<file path="config.mk">
export PLATFORM = sky130hd
export DESIGN_NAME = divider
export DESIGN_NICKNAME = d
export VERILOG_FILES = /design/src/rtl/divider.sv
export SDC_FILE = /design/constraint.sdc
export NUM_CORES = 1
export LEC_CHECK = 0
export ABC_AREA = 0
export CORE_UTILIZATION = 44
export CTS_CLUSTER_DIAMETER = 200
export DETAILED_ROUTE_END_ITERATION = 10
export GPL_TIMING_DRIVEN = 0
export PLACE_DENSITY = 0.79
export SYNTH_ARGS = -nofsm -noshare
export SYNTH_HDL_FRONTEND = slang
export SYNTH_SLANG_ARGS = --single-unit
</file>
<file path="constraint.sdc">
create_clock -name clk -period 5.7 [get_ports clk]
set_input_delay 1.425 -clock clk [delete_from_list [all_inputs] [get_ports clk]]
set_output_delay 1.425 -clock clk [all_outputs]
set_load 0.01 [all_outputs]
</file>
<file path="src/rtl/divider.sv">
// Unsigned restoring divider (one quotient bit per cycle, MSB first) with side-band tag; WIDTH cycles latency.
// No backpressure: a start is accepted in IDLE/DONE and ignored while BUSY; results hold until the next start.
module divider #(
  parameter int WIDTH  = 64,
  parameter int SIDE_W = 10
) (
  input  logic              clk,
  input  logic              rst,
  input  logic              valid_in,
  input  logic [WIDTH-1:0]  dividend,
  input  logic [WIDTH-1:0]  divisor,
  input  logic [SIDE_W-1:0] side_in,
  output logic [WIDTH-1:0]  quotient,
  output logic [WIDTH-1:0]  remainder,
  output logic [SIDE_W-1:0] side_out,
  output logic              valid_out
);

  localparam int CNT_W = (WIDTH > 1) ? $clog2(WIDTH) : 1;

  typedef enum logic [1:0] {IDLE, BUSY, DONE} state_t;

  state_t             state_q, state_d;
  logic [CNT_W-1:0]   cnt_q, cnt_d;
  logic [WIDTH-1:0]   dvd_q, dvd_d;
  logic [WIDTH-1:0]   dvs_q, dvs_d;
  logic [WIDTH-1:0]   rem_q, rem_d;
  logic [WIDTH-1:0]   quo_q, quo_d;
  logic [WIDTH-1:0]   res_rem_q, res_rem_d;
  logic [SIDE_W-1:0]  side_q, side_d;
  logic               vld_q, vld_d;

  logic [WIDTH:0]     rem_shift;
  logic [WIDTH-1:0]   diff;
  logic [WIDTH-1:0]   rem_step;
  logic [WIDTH-1:0]   quo_step;
  logic               ge;
  logic               last;

  always_comb begin
    state_d   = state_q;
    cnt_d     = cnt_q;
    dvd_d     = dvd_q;
    dvs_d     = dvs_q;
    rem_d     = rem_q;
    quo_d     = quo_q;
    res_rem_d = res_rem_q;
    side_d    = side_q;
    vld_d     = vld_q;

    // When the shifted remainder overflows WIDTH bits the true difference still fits,
    // so a WIDTH-bit modular subtract gives the exact result.
    rem_shift = {rem_q, dvd_q[WIDTH-1]};
    diff      = rem_shift[WIDTH-1:0] - dvs_q;
    ge        = rem_shift[WIDTH] || (rem_shift[WIDTH-1:0] >= dvs_q);
    rem_step  = ge ? diff : rem_shift[WIDTH-1:0];
    // dvd_q shifts out dividend bits at the top and collects quotient bits at the bottom.
    quo_step  = (dvd_q << 1) | WIDTH'(ge);
    last      = (cnt_q == CNT_W'(WIDTH - 1));

    unique case (state_q)
      IDLE, DONE: begin
        if (valid_in) begin
          dvd_d   = dividend;
          dvs_d   = divisor;
          rem_d   = '0;
          cnt_d   = '0;
          side_d  = side_in;
          vld_d   = 1'b0;
          state_d = BUSY;
        end
      end
      BUSY: begin
        dvd_d = quo_step;
        rem_d = rem_step;
        cnt_d = cnt_q + CNT_W'(1);
        if (last) begin
          quo_d     = quo_step;
          res_rem_d = rem_step;
          vld_d     = 1'b1;
          state_d   = DONE;
        end
      end
      default: state_d = IDLE;
    endcase
  end

  always_ff @(posedge clk or negedge rst) begin
    if (!rst) begin
      state_q   <= IDLE;
      cnt_q     <= '0;
      dvd_q     <= '0;
      dvs_q     <= '0;
      rem_q     <= '0;
      quo_q     <= '0;
      res_rem_q <= '0;
      side_q    <= '0;
      vld_q     <= 1'b0;
    end else begin
      state_q   <= state_d;
      cnt_q     <= cnt_d;
      dvd_q     <= dvd_d;
      dvs_q     <= dvs_d;
      rem_q     <= rem_d;
      quo_q     <= quo_d;
      res_rem_q <= res_rem_d;
      side_q    <= side_d;
      vld_q     <= vld_d;
    end
  end

  assign quotient  = quo_q;
  assign remainder = res_rem_q;
  assign side_out  = side_q;
  assign valid_out = vld_q;

endmodule

</file>
---- Word-level counts from Yosys, hierarchy flattened ----
Cells that the tools add are included.
cells by class
  add/subtract/negate cells ............... 2
  magnitude comparators ................... 1
  eq/ne operators ......................... 5
  multiplexer cells ....................... 13
  bitwise operators ....................... 1
  reduce and logical (&&, ||, !) cells .... 9
operators by type and width
  cell                   number
  $pmux W64 S2           2
  $mux W64               3
  $ge A64 B64 Y1         1
  $or A64 B1 Y64         1
  $sub A64 B64 Y64       1
  $pmux W6 S2            1
  $reduce_and A2 Y1      4
  $add A6 B1 Y6 const B  1
  $eq A6 B6 Y1 const B   1
  $mux W6                1
  $mux W2                2
  $ne A2 B2 Y1 const B   2
  $pmux W2 S2            1
  $reduce_and A3 Y1      1
  $eq A2 B1 Y1 const B   1
  $eq A2 B2 Y1 const B   1
  $logic_not A2 Y1       1
  $mux W1                2
  $pmux W1 S2            1
  $reduce_bool A2 Y1     1
  $reduce_or A2 Y1       1
  $logic_or A1 B1 Y1     1
storage, ports and cells
  flip-flop bits (word level) ............. 339
  output and inout bits ................... 139

---- Logic depth before layout (Yosys ltp) ----
  word-level depth ........................ 4
  mapped depth ............................ 16

---- Worst setup path after synthesis ----
OpenSTA, ideal clock, no wires.
  kind .................................... register -> register
  start ................................... register rem_q[56]
  end ..................................... register res_rem_q[25], in the netlist remainder[25]
  library setup time ...................... 0.125 ns
  arrival time ............................ 2.866 ns
  setup slack ............................. 2.709 ns
  cell stages (with the launch flop) ...... 13
  path buffers ............................ 2
  cells stage by stage .................... dfrtp_1 ha_1 buf_6 a21o_1 a21o_1 a21oi_4 o21ai_1 a2111oi_0 o21ai_1 nor2_2 buf_6 mux2_2 mux2_2
on the way
  cells in the longest elaborated chain, start to end .. 3
RTL lines
  item                    line  text
  start, declared         27    logic [WIDTH-1:0] rem_q, rem_d;
  start signal, assigned  104   rem_q <= rem_d;
  $ge A64 B64 Y1          55    ge = rem_shift[WIDTH] || (rem_shift[WIDTH-1:0] >= dvs_q);
  $logic_or A1 B1 Y1      55
  $mux W64                56    rem_step = ge ? diff : rem_shift[WIDTH-1:0];
  end signal, assigned    106   res_rem_q <= res_rem_d;
  end, declared           29    logic [WIDTH-1:0] res_rem_q, res_rem_d;
Every way passes these cells.
A chain may end at the register's enable or synchronous reset.

---- Final worst setup path ----
  start ................................... register rem_q[50]
  end ..................................... register res_rem_q[63], in the netlist remainder[63]
on the way
  cells in the longest elaborated chain, start to end .. 3
  elaborated cells between the ends (all ways) .. 4
  those cells by class .................... add/sub: 1; order compare: 1; mux: 1; reduce/logical: 1
RTL lines
  item                line
  $ge A64 B64 Y1      55
  $logic_or A1 B1 Y1  55
  $mux W64 *          56
Every way passes the cells marked *; elsewhere a longest branch is shown, timed or not.

==> results.yml <==
timing:
  period_needed_ns: 3.89
  max_freq_mhz: 257
  grt_setup_unrepaired: "no"
  setup_viol: 0
  holdWs_ns: 0.474
  min_period_over_period: 0.682
  slew_headroom: 0.218
  finalHoldViolCount: 0
  slew_viol_final: 0
  fin_worst_skew_ns: 0.0213
  finalWorstSetupSlack_ns: 1.81
  worst_pin_slew_ns: 1.17
clocking:
  clk_pin_slew_ns: 0.06
  postCtsSetupRepairBufs: 0
  ctsResizeCount: 0
  clock-root-buffer: "clkbuf_16"
  htreeDepth: 2
  clock-sinks: 339
  clkLatencyLatePin_ns: 0.57
  numCtsBuffers: 37
  clockBufferDepth: 3
  ctsHoldBuffers: 0
  cts_tree: "yes"
layout:
  stdcell_count: 2961
  n_antenna_cell: 0
  final_core_util: 0.568
  final_area_sq_um: 22600
  fin_nets: 2617
  drive_above_1_share: 0.0456
  area_growth_pct: 27.2
floorplanning:
  die_h_um: 203
  rows: 73
  core-area_sq_um: 39800
  die_area_sq_um: 41200
  io_pins: 280
  die_width_um: 203
  initial_core_util: 0.447
critical_path:
  ff2ff_path_depth: 13
  startpoint: "rem_q[50]$_DFFE_PN0P_"
  crit_required_ns: 6.10
  path_class: "reg2reg"
  cp_max_fo: 10
  cp-start-kind: "flip-flop"
  rr_startpoint: "rem_q[50]$_DFFE_PN0P_"
  r2r_slack_ns: 1.81
  crit_end: "remainder[63]$_DFFE_PN0P_"
  arrival_ns: 4.29
  r2r_end: "remainder[63]$_DFFE_PN0P_"
  endpoint_kind: "flip-flop"
pwr:
  peakVddDrop_v: 0.000274
  pwr_density_cell_nw_per_um2: 717
  p_leak_nw: 10.3
job:
  maxCapViolCount: 0
placement:
  place.gp.congestion: 0.965
  place_ws_ns: 1.53
  hpwl_um: 43400
  dp_cells: 2896
  port_buffers: 279
  place_area_sq_um: 21300
detailed_routing:
  drt_iter0_drc: 1280
  final_antenna_net_count: 0
  avgRoutedWirePerCell_um: 19.5
  firstDrtPassIters: 8
  drc: 0
  routed-via-count: 16400
  vias_per_cell: 5.53
  wl_um: 57800
min_path:
  hp-class: "reg2reg"
synth:
  synth-seq-area-share: 0.477
  synth_nets: 2296
  synth.avg_cell_area_sq_um: 8.51
  yosys_warnings: 0
  synth_flop_cell: "dfrtp_1"
  ys_seq_elements: 339
  postSynthCellCount: 2089
  synth_edf_count: 0
  netlist-cell-type-count: 70
  synth.cell_area_sq_um: 17800
  async_flop_share: 1.00
global_route:
  first_global_vias: 16600
  antenna_found_initial: 1
  grt.total_usage: 0.281
  grt_pass1_wl_um: 90400
  grt_max_degree: 125
  grt-ovfl-total: 0
run_status:
  status: "finished clean"
## how the worst min path moves through the flow
| stage | to | slack [ns] | cells after the start | startpoint |
|---|---|---|---|---|
| global route | remainder[14]$_DFFE_PN0P_ | 0.50 | 2 | remainder[14]$_DFFE_PN0P_ |
| global placement | side_out[3]$_DFFE_PN0P_ | 0.46 | 2 | side_out[3]$_DFFE_PN0P_ |
| floorplan | cnt_q[5]$_DFFE_PN0P_ | 0.45 | 1 | cnt_q[5]$_DFFE_PN0P_ |
| finish | side_out[5]$_DFFE_PN0P_ | 0.47 | 2 | side_out[5]$_DFFE_PN0P_ |
| CTS | side_out[5]$_DFFE_PN0P_ | 0.48 | 2 | side_out[5]$_DFFE_PN0P_ |
| detailed placement | quotient[18]$_DFFE_PN0P_ | 0.46 | 2 | quotient[18]$_DFFE_PN0P_ |
## layer usage
metal  GRT usage  share of wire  vias to the layer above
met5           0              0                        -
met4      0.0951          0.030                        0
met3      0.0762          0.083                      116
met2       0.463           0.46                      599
met1       0.355           0.42                     7896
li1            -              -                     7775
## synth_stat cells, drive strengths merged, types with 8 or more instances
library cell,n,share of area
o21a,11,0.0046
a31oi,11,0.0039
nor3,24,0.0068
a21o,31,0.013
a22oi,65,0.027
a211oi,8,0.0034
mux2i,17,0.0096
xor2,27,0.013
dfrtp,339,0.48
o31ai,9,0.0041
a21oi,134,0.039
and3,9,0.0032
o21bai,16,0.0068
nand3,16,0.0045
nor2b,12,0.0042
inv,88,0.019
ha,65,0.046
o21ai,213,0.060
nand4,36,0.013
nand2,593,0.13
o211ai,10,0.0042
clkbuf,89,0.019
nor2,106,0.023
buf,45,0.015
nand2b,10,0.0035
xnor2,30,0.015
## logic make-up after synthesis
kind of cell / after synthesis / synth area share
AND/OR/NAND/NOR: 824 / 0.190
AO/OA/AOI/OAI: 559 / 0.193
flip-flops: 339 / 0.477
buffers and inverters: 222 / 0.0525
adder cells (fa/ha/maj): 66 / 0.0468
XOR/XNOR: 57 / 0.0281
multiplexers: 22 / 0.0127
## worst max-delay path, stage by stage, from the launching register on
cell       delay [ns]
dfrtp_1          0.42
ha_1             0.30
buf_2            0.19
a21oi_1          0.25
o21ai_1          0.18
a21oi_2          0.28
o21ai_1          0.12
a2111oi_0        0.48
o21ai_1          0.29
nor2_2           0.22
buf_6            0.22
buf_6            0.22
mux2i_1          0.41
o21ai_0          0.14
## sequential cells by signal (all words and copies together), names as in the netlist, 2 cells and up
name / flops
state_q: 2
dvd_q: 64
quotient: 64
remainder: 64
cnt_q: 6
side_out: 10
dvs_q: 64
rem_q: 64
## layout make-up
| class | instances | area (sq um) |
|---|---|---|
| clock inverter | 17 | 272 |
| multi-input combinational | 1528 | 8370 |
| timing repair buffer | 282 | 2880 |
| fill | 3590 | 17200 |
| clock buffer | 48 | 1030 |
| inverter | 88 | 330 |
| buffer | 134 | 603 |
| tap | 525 | 657 |
| sequential | 339 | 8480 |
## per-stage QoR
stage                     total power (W)  TNS [ns]
after global routing               0.0174         0
after floorplan                    0.0106         0
after CTS                          0.0161         0
after detailed placement           0.0135         0
after global placement             0.0132  -3769.17
final                              0.0162         0
## report_power, final
| group | leakage [nW] | internal, W | switching, W |
|---|---|---|---|
| Sequential | 4.35 | 0.00334 | 0.000599 |
| Combinational | 5.35 | 0.00364 | 0.00607 |
| Clock | 0.636 | 0.00155 | 0.00102 |
## cell usage in the layout, fill, tap and decap left out, types with 8 or more instances in the layout
master / n
nand2b_1: 10
xor2_1: 27
buf_6: 8
clkbuf_1: 94
a22oi_1: 65
a21o_1: 31
o31ai_1: 8
nor2b_1: 12
clkdlybuf4s50_1: 278
nand3_1: 16
o21bai_1: 16
a211oi_1: 8
nor3_1: 24
nand4_1: 36
a31oi_1: 11
and3_1: 9
nor2_1: 104
clkbuf_16: 37
o21ai_1: 11
o21a_1: 11
nand2_1: 593
ha_1: 65
a21oi_1: 131
o211ai_1: 10
mux2i_1: 17
xnor2_1: 30
dfrtp_1: 339
inv_1: 88
buf_2: 17
o21ai_0: 201
buf_1: 15
Note: power is estimated with default switching activity, not from simulation.
